<file path="src/rtl/elementwise_mac_stream_pkg.sv">
// Shared definitions for the elementwise/dot-product MAC stream.
// Holds the mode encodings, the input-side FSM state type and a constant
// clog2 helper used to size lane sums and the accumulator's carry detection.
package elementwise_mac_stream_pkg;

  localparam logic MODE_ELEM = 1'b0;
  localparam logic MODE_DOT  = 1'b1;

  typedef enum logic {
    ST_IDLE  = 1'b0,
    ST_ACCUM = 1'b1
  } state_e;

  // Ceiling log2; clog2(1) = 0.
  function automatic int clog2(input int value);
    int r;
    r = 0;
    for (int v = value - 1; v > 0; v = v >> 1) begin
      r = r + 1;
    end
    return r;
  endfunction

endpackage

</file>
<file path="src/rtl/elementwise_mac_stream_lane_product_row.sv">
// lane_product_row: pipeline stage S1 of the MAC stream.
// Multiplies LANES unsigned WIDTH-bit operand pairs at full precision and
// reduces the products with a balanced adder tree; products, lane sum and the
// beat's valid/last/mode side-band are registered when en_i is high.
//
// Ports:
//   clk, rst_n  clock, asynchronous active-low reset
//   en_i        pipeline advance enable
//   valid_i     beat valid entering S1
//   last_i      beat is last of its packet
//   mode_i      packet mode resolved for this beat
//   a_i, b_i    packed lane operands, lane i at [i*WIDTH +: WIDTH]
//   valid_o, last_o, mode_o  registered side-band
//   prod_o      registered products, lane i at [i*2*WIDTH +: 2*WIDTH]
//   sum_o       registered sum of all lane products
module lane_product_row
  import elementwise_mac_stream_pkg::*;
#(
  parameter int WIDTH = 8,
  parameter int LANES = 8
) (
  input  logic                               clk,
  input  logic                               rst_n,
  input  logic                               en_i,
  input  logic                               valid_i,
  input  logic                               last_i,
  input  logic                               mode_i,
  input  logic [LANES*WIDTH-1:0]             a_i,
  input  logic [LANES*WIDTH-1:0]             b_i,
  output logic                               valid_o,
  output logic                               last_o,
  output logic                               mode_o,
  output logic [LANES*2*WIDTH-1:0]           prod_o,
  output logic [2*WIDTH+clog2(LANES)-1:0]    sum_o
);

  localparam int PW    = 2 * WIDTH;
  localparam int SUM_W = PW + clog2(LANES);
  // Leaves padded up to a power of two so the tree is a complete heap.
  localparam int NPAD  = 1 << clog2(LANES);

  logic [LANES*PW-1:0] prod_d;
  logic [SUM_W-1:0]    sum_d;

  always_comb begin
    prod_d = '0;
    for (int i = 0; i < LANES; i++) begin
      prod_d[i*PW +: PW] = {{WIDTH{1'b0}}, a_i[i*WIDTH +: WIDTH]} *
                           {{WIDTH{1'b0}}, b_i[i*WIDTH +: WIDTH]};
    end
  end

  // Heap-ordered adder tree: node 1 is the root, nodes NPAD..2*NPAD-1 are
  // leaves, node n sums children 2n and 2n+1.
  for (genvar n = 1; n < 2 * NPAD; n++) begin : g_node
    logic [SUM_W-1:0] v;
    if (n >= NPAD) begin : g_leaf
      if (n - NPAD < LANES) begin : g_lane
        assign v = SUM_W'(prod_d[(n-NPAD)*PW +: PW]);
      end else begin : g_pad
        assign v = '0;
      end
    end else begin : g_add
      assign v = g_node[2*n].v + g_node[2*n+1].v;
    end
  end

  assign sum_d = g_node[1].v;

  logic                valid_q;
  logic                last_q;
  logic                mode_q;
  logic [LANES*PW-1:0] prod_q;
  logic [SUM_W-1:0]    sum_q;

  always_ff @(posedge clk or negedge rst_n) begin
    if (!rst_n) begin
      valid_q <= 1'b0;
      last_q  <= 1'b0;
      mode_q  <= MODE_ELEM;
      prod_q  <= '0;
      sum_q   <= '0;
    end else if (en_i) begin
      valid_q <= valid_i;
      last_q  <= last_i;
      mode_q  <= mode_i;
      prod_q  <= prod_d;
      sum_q   <= sum_d;
    end
  end

  assign valid_o = valid_q;
  assign last_o  = last_q;
  assign mode_o  = mode_q;
  assign prod_o  = prod_q;
  assign sum_o   = sum_q;

endmodule

</file>
<file path="src/rtl/elementwise_mac_stream.sv">
// elementwise_mac_stream: two-stage streaming multiplier / dot-product unit.
// S1 (lane_product_row) registers per-lane products and their lane sum;
// S2 is the output register. Elementwise packets emit one result per beat;
// dot packets accumulate lane sums and emit one result on the last beat.
//
// Handshake: a beat transfers on a rising edge where valid && ready. The
// whole pipeline advances only when en = !out_valid_o || out_ready_i, and
// in_ready_o = en, so outputs hold stable while out_valid_o && !out_ready_i.
//
// Ports:
//   clk, rst_n       clock, asynchronous active-low reset
//   mode_i           0 elementwise, 1 dot; sampled on a packet's first beat
//   in_valid_i/in_ready_o, in_a_i, in_b_i, in_last_i   input stream
//   out_valid_o/out_ready_i                           output handshake
//   out_data_o       per-lane products (zero for dot results)
//   out_dot_o        packet dot product (zero for elementwise results)
//   out_last_o       beat last (elementwise) or 1 (dot)
//   out_ovf_o        dot accumulator wrapped during the packet
//   dbg_state_o      input-side packet FSM state
module elementwise_mac_stream
  import elementwise_mac_stream_pkg::*;
#(
  parameter int WIDTH = 8,
  parameter int LANES = 8,
  parameter int ACC_W = 32
) (
  input  logic                       clk,
  input  logic                       rst_n,
  input  logic                       mode_i,
  input  logic                       in_valid_i,
  output logic                       in_ready_o,
  input  logic [LANES*WIDTH-1:0]     in_a_i,
  input  logic [LANES*WIDTH-1:0]     in_b_i,
  input  logic                       in_last_i,
  output logic                       out_valid_o,
  input  logic                       out_ready_i,
  output logic [LANES*2*WIDTH-1:0]   out_data_o,
  output logic [ACC_W-1:0]           out_dot_o,
  output logic                       out_last_o,
  output logic                       out_ovf_o,
  output state_e                     dbg_state_o
);

  localparam int SUM_W = 2 * WIDTH + clog2(LANES);
  // The addition is done wide enough that both an accumulator carry and a
  // lane sum that does not itself fit into ACC_W are seen as a wrap.
  localparam int EXT_W = (ACC_W >= SUM_W) ? ACC_W + 1 : SUM_W + 1;

  logic en;
  logic accept;
  logic out_valid_q;

  assign en         = !out_valid_q || out_ready_i;
  assign in_ready_o = en;
  assign accept     = in_valid_i && en;

  // ---------------- packet FSM (input side) ----------------
  state_e state_q;
  logic   pkt_mode_q;
  logic   beat_mode;

  // The first beat of a packet takes the live mode input; later beats
  // inherit the mode latched on that first beat.
  assign beat_mode = (state_q == ST_IDLE) ? mode_i : pkt_mode_q;

  always_ff @(posedge clk or negedge rst_n) begin
    if (!rst_n) begin
      state_q    <= ST_IDLE;
      pkt_mode_q <= MODE_ELEM;
    end else if (accept) begin
      case (state_q)
        ST_IDLE: begin
          pkt_mode_q <= mode_i;
          state_q    <= in_last_i ? ST_IDLE : ST_ACCUM;
        end
        ST_ACCUM: begin
          if (in_last_i) state_q <= ST_IDLE;
        end
        default: state_q <= ST_IDLE;
      endcase
    end
  end

  assign dbg_state_o = state_q;

  // ---------------- stage S1 ----------------
  logic                       s1_valid;
  logic                       s1_last;
  logic                       s1_mode;
  logic [LANES*2*WIDTH-1:0]   s1_prod;
  logic [SUM_W-1:0]           s1_sum;

  lane_product_row #(
    .WIDTH (WIDTH),
    .LANES (LANES)
  ) u_s1 (
    .clk     (clk),
    .rst_n   (rst_n),
    .en_i    (en),
    .valid_i (in_valid_i),
    .last_i  (in_last_i),
    .mode_i  (beat_mode),
    .a_i     (in_a_i),
    .b_i     (in_b_i),
    .valid_o (s1_valid),
    .last_o  (s1_last),
    .mode_o  (s1_mode),
    .prod_o  (s1_prod),
    .sum_o   (s1_sum)
  );

  // ---------------- accumulator and stage S2 ----------------
  logic [ACC_W-1:0]         acc_q, acc_d;
  logic                     ovf_q, ovf_d;
  logic [EXT_W-1:0]         acc_sum;
  logic [ACC_W-1:0]         acc_next;
  logic                     carry;

  assign acc_sum  = EXT_W'(acc_q) + EXT_W'(s1_sum);
  assign acc_next = acc_sum[ACC_W-1:0];
  assign carry    = |acc_sum[EXT_W-1:ACC_W];

  logic                       out_valid_d;
  logic [LANES*2*WIDTH-1:0]   out_data_q, out_data_d;
  logic [ACC_W-1:0]           out_dot_q, out_dot_d;
  logic                       out_last_q, out_last_d;
  logic                       out_ovf_q, out_ovf_d;

  always_comb begin
    acc_d       = acc_q;
    ovf_d       = ovf_q;
    out_valid_d = out_valid_q;
    out_data_d  = out_data_q;
    out_dot_d   = out_dot_q;
    out_last_d  = out_last_q;
    out_ovf_d   = out_ovf_q;
    if (en) begin
      // Current output (if any) is being consumed; refill or go empty.
      out_valid_d = 1'b0;
      if (s1_valid) begin
        if (s1_mode == MODE_ELEM) begin
          out_valid_d = 1'b1;
          out_data_d  = s1_prod;
          out_dot_d   = '0;
          out_last_d  = s1_last;
          out_ovf_d   = 1'b0;
        end else if (s1_last) begin
          out_valid_d = 1'b1;
          out_data_d  = '0;
          out_dot_d   = acc_next;
          out_last_d  = 1'b1;
          out_ovf_d   = ovf_q | carry;
          // Clearing here lets the next packet's first beat add onto zero.
          acc_d       = '0;
          ovf_d       = 1'b0;
        end else begin
          acc_d = acc_next;
          ovf_d = ovf_q | carry;
        end
      end
    end
  end

  always_ff @(posedge clk or negedge rst_n) begin
    if (!rst_n) begin
      acc_q       <= '0;
      ovf_q       <= 1'b0;
      out_valid_q <= 1'b0;
      out_data_q  <= '0;
      out_dot_q   <= '0;
      out_last_q  <= 1'b0;
      out_ovf_q   <= 1'b0;
    end else begin
      acc_q       <= acc_d;
      ovf_q       <= ovf_d;
      out_valid_q <= out_valid_d;
      out_data_q  <= out_data_d;
      out_dot_q   <= out_dot_d;
      out_last_q  <= out_last_d;
      out_ovf_q   <= out_ovf_d;
    end
  end

  assign out_valid_o = out_valid_q;
  assign out_data_o  = out_data_q;
  assign out_dot_o   = out_dot_q;
  assign out_last_o  = out_last_q;
  assign out_ovf_o   = out_ovf_q;

endmodule

</file>
<file path="config.mk">
export PLATFORM = sky130hd
export DESIGN_NAME = elementwise_mac_stream
export DESIGN_NICKNAME = d
export VERILOG_FILES = /design/src/rtl/elementwise_mac_stream_pkg.sv /design/src/rtl/elementwise_mac_stream_lane_product_row.sv /design/src/rtl/elementwise_mac_stream.sv
export SDC_FILE = /design/constraint.sdc
export NUM_CORES = 2
export LEC_CHECK = 0
export ABC_AREA = 1
export CAP_MARGIN = 20
export CORE_MARGIN = 8
export CORE_UTILIZATION = 30
export DETAILED_ROUTE_END_ITERATION = 6
export GPL_ROUTABILITY_DRIVEN = 0
export PLACE_DENSITY = 0.53
export SLEW_MARGIN = 30
export SYNTH_ARGS = -nofsm -noshare
export SYNTH_HDL_FRONTEND = slang
export SYNTH_HIERARCHICAL = 1
export SYNTH_SLANG_ARGS = --single-unit
</file>
<file path="constraint.sdc">
create_clock -name clk -period 2.45 [get_ports clk]
set_input_delay 0.3675 -clock clk [delete_from_list [all_inputs] [get_ports clk]]
set_output_delay 0.3675 -clock clk [all_outputs]
set_load 0.03 [all_outputs]
</file>
==> flow_summary.rst <==
.. list-table::
   :header-rows: 1

   * - Metric
     - Value
   * - Antenna violations before repair
     - 4
   * - Final Skew
     - 0.0230 ns
   * - Fmax
     - about 140 MHz
   * - Root Buffer
     - clkbuf_16
   * - Wire length per cell after detailed routing
     - 15.9 microns
   * - Final clock period utilization by the worst path
     - 291%
   * - Number of max-cap violations
     - 0
   * - Startpoint type of the worst setup path
     - primary input
   * - Most repeated cell in the gate-level netlist after synthesis
     - nand2_1
   * - Actual transition at the worst max-transition pin
     - just under 0.7 ns
   * - Simple-gate area share of the yosys netlist
     - around a quarter
   * - Multiplexer share of the synthesized area
     - 0%
   * - Min-Delay Path Depth
     - 4
   * - Drt first-iter violations
     - between 1500 and 2000
   * - Share of cells above drive strength 1
     - roughly a third
   * - Crit path top cell by count
     - fa_1
   * - Post-layout nets
     - 6883
   * - Fin. Hold Viols
     - 0
   * - Number of instances in the synthesized netlist
     - 5069
   * - Post-layout minimum cycle time
     - a little over 7 ns
   * - Total of fill cells in the finished design
     - roughly 12000
   * - Vertical die dimension
     - roughly 370 microns
   * - Worst skew pair latency
     - 0.63 ns
   * - Number of global-route vias before repair
     - 35900
   * - Result of the run
     - complete, but fails checks
   * - Violated checks
     - setup timing
   * - Cell Area, Synth
     - 0.0373 sq mm
   * - Total via count after detailed routing
     - between 30000 and 40000
   * - Net count after synthesis
     - approximately 5900
   * - Worst reg2reg startpoint
     - u_s1/sum_o[0]$_DFFE_PN0P_
   * - ANT nets after route
     - 0
   * - Core utilization of the finished layout
     - ~45%
   * - Final non-filler cell total
     - around 7700
   * - Start point of the critical path
     - in_b_i[62]
   * - Data required time of the worst path
     - about 3 ns
   * - Via count normalized by instance count
     - about 4.5
   * - Destination of the worst register-to-register timing path
     - out_dot_o[28]$_DFFE_PN0P_
   * - Number of buffer and inverter instances along the worst setup path
     - 8
   * - Area growth from synthesis to final layout
     - 49.3%
   * - Met2 wirelength from detailed routing
     - a little under 60 mm
   * - Worst-path clk slew
     - 0.06 ns
   * - Number of H-tree branching levels
     - 2
   * - DP Wirelength
     - a little under 100 mm
   * - Clock tree from TritonCTS
     - built
   * - Post-Route WL
     - around 120 mm
   * - Total of warnings raised by yosys
     - 6
   * - Sink Count
     - between 300 and 400
   * - Peak per-stage delay on the critical path
     - 0.57 ns
   * - Post-Place Cells
     - around 7500
   * - Count of unresolved DRC violations after routing
     - 0
   * - Sum of routed wire segments on met1
     - 54.6 mm
   * - First-pass DRT Iterations
     - 5
   * - Depth of the worst register-to-register path
     - 13
   * - Number of buffers on the longest clock path
     - 3
   * - Top post-synthesis cells by area
     - dfrtp_1, fa_1, nand2_1
   * - Main combinational cell family by area after synthesis
     - adder cells
   * - Final-layout worst hold slack
     - ~0.24 ns
   * - Setup slack, reg-to-reg
     - 0.31 ns
   * - Number of buffers created by CTS
     - 48
   * - I/O pin count
     - 299
   * - Final WS setup
     - -4.68 ns
   * - Number of setup violations in the final report
     - roughly 110
   * - Headroom to the max-slew limit
     - roughly 54%
   * - Effective utilization at floorplan
     - between 30% and 40%
   * - Maximum number of pins on one net before global-route repair
     - 79
   * - Xor/xnor cell area share of the yosys netlist
     - under 10%
   * - Max-slew violation total from the final report
     - 0
   * - Category of cells accounting for the largest share of critical-path delay
     - adder cells
   * - Critical Path Sink Type
     - register
   * - Largest driver fanout on the critical path
     - 5
   * - All-Layer GR Usage
     - roughly 18%
   * - Share of synthesized cell area in full adder, half adder and majority cells
     - a little under a third
   * - Register area share after synthesis
     - 23.3%
   * - CP Depth
     - 38
   * - Average cell area after synthesis
     - about 7.4 sq um
   * - Die area
     - ~0.14 sq mm
   * - Post-synth top flop
     - dfrtp_1
   * - Met3 Routed Length
     - approximately 4.6 mm
   * - Uppermost layer routed
     - met5
   * - Number of different library cells in the post-synthesis netlist
     - between 40 and 50
   * - Endpoint arrival time on the critical path
     - between 7 and 8 ns
   * - Die span in x
     - 369 microns
   * - # rows
     - between 100 and 150
   * - Area share of the largest cell type after synthesis
     - a little under a quarter
   * - Path type of the worst setup path
     - in2reg
   * - Worst setup endpoint
     - u_s1/sum_o[18]$_DFFE_PN0P_
   * - Number of enable flip-flop cells after synthesis
     - 0
   * - Most instantiated cells after synthesis
     - nand2_1, inv_1, ha_1
   * - Aggregate global routing overflow
     - 0
   * - Port Buffers
     - slightly below 300
   * - Wire length of the first global-routing pass
     - approximately 200 mm
   * - Synth async-reset ratio
     - between 90% and 100%
   * - Hold WC Path Type
     - in2reg
   * - Cell taking the most area after synthesis
     - dfrtp_1
   * - Highest-delay cell along the critical path
     - fa_1
   * - Setup repair after global routing missed its margin
     - yes
   * - Fraction of the mapped netlist area in compound gates
     - 4.89%
   * - Core ar.
     - 0.124 sq mm
   * - Synthesized flop and latch total
     - 348
## flip-flops by register name, indices dropped and copies added, names as in the netlist
name and cells:
out_data_o 128, dbg_state_o 1, pkt_mode_q 1, u_s1/last_o 1
u_s1/prod_o 128, u_s1/mode_o 1, u_s1/valid_o 1, u_s1/sum_o 19
out_last_o 1, ovf_q 1, out_dot_o 32, out_ovf_o 1
acc_q 32, out_valid_o 1
## cells by family (layout without fill, tap and decap cells)
| kind of cell | count (synthesis) | count (layout) |
|---|---|---|
| AOI/OAI and AO/OA | 327 | 327 |
| DFF | 348 | 348 |
| and+or+nand+nor | 2215 | 2215 |
| other | 0 | 3 |
| adders and majority gates | 716 | 716 |
| buffers and inverters | 1332 | 2333 |
| xor gates and xnor gates | 131 | 131 |
## metrics by stage
step / cell area (sq um) / setup slack (ns) / TNS [ns]
2_1_floorplan: 40400 / -4.74 / -161.78
4_1_cts: 54000 / -4.57 / -139.74
3_5_place_dp: 49000 / -5.87 / -279.41
3_3_place_gp: 49000 / -5.84 / -277.39
6_report: 55700 / -4.68 / -144.90
5_1_grt: 55700 / -4.88 / -157.79
## worst register-to-register path, cell delays in order (launching register included)
cell,delay (ns)
dfrtp_1,0.37
ha_1,0.19
inv_1,0.06
fa_1,0.39
inv_1,0.12
nand3_1,0.08
nand3_1,0.15
nand3_1,0.09
nand3_1,0.20
nand2_1,0.12
nand2_1,0.08
nand2_1,0.06
nand3_1,0.08
nand2_1,0.05
## layer usage
metal / vias up / track usage, %
li1: 17100 / -
met1: 16700 / 23.2
met2: 544 / 30.6
met3: 147 / 2.16
met4: 2 / 4.91
met5: - / 0
## layout by cell type (no fill, tap or decap), types with 134 or more instances in the layout
| cell type | instances |
|---|---|
| nand2_1 | 1454 |
| buf_6 | 182 |
| ha_4 | 134 |
| ha_1 | 237 |
| fa_1 | 303 |
| buf_4 | 672 |
| nand3_1 | 258 |
| nand2_2 | 208 |
| dfrtp_1 | 348 |
| inv_2 | 184 |
| clkdlybuf4s50_1 | 170 |
| inv_1 | 918 |
## area by class of cell
cell class / instances / area [sq um] / share of cell area (%)
Multi-Input combinational cell: 3389 / 29100 / 52.2
Timing Repair Buffer: 1127 / 9990 / 17.9
Sequential cell: 348 / 8710 / 15.6
Inverter: 1119 / 4250 / 7.62
Tap cell: 1637 / 2050 / 3.67
Clock buffer: 62 / 1320 / 2.38
Clock inverter: 25 / 337 / 0.604
Antenna cell: 3 / 7.51 / 0.0135
## what timing repair did
action	CTS	global route
resized for setup	1218	377
gates cloned	0	0
hold buffers	1	0
setup buffers	113	55
pin swaps	448	344
setup endpoints to repair	115	115
endpoints found under the hold margin	50	0
## worst min path at each step
stage | start | end | slack [ns]
2_1_floorplan | rst_n | acc_q[0]$_DFFE_PN0P_ | 0.07
3_3_place_gp | rst_n | out_dot_o[24]$_DFFE_PN0P_ | 0.41
3_5_place_dp | rst_n | out_dot_o[24]$_DFFE_PN0P_ | 0.41
4_1_cts | in_a_i[8] | u_s1/prod_o[16]$_DFFE_PN0P_ | 0.17
5_1_grt | in_a_i[8] | u_s1/prod_o[16]$_DFFE_PN0P_ | 0.21
6_report | in_a_i[8] | u_s1/prod_o[16]$_DFFE_PN0P_ | 0.24
Power is left out: the tool's default activity adds up to more than one toggle a clock period on the data nets, which glitch-free logic cannot reach.
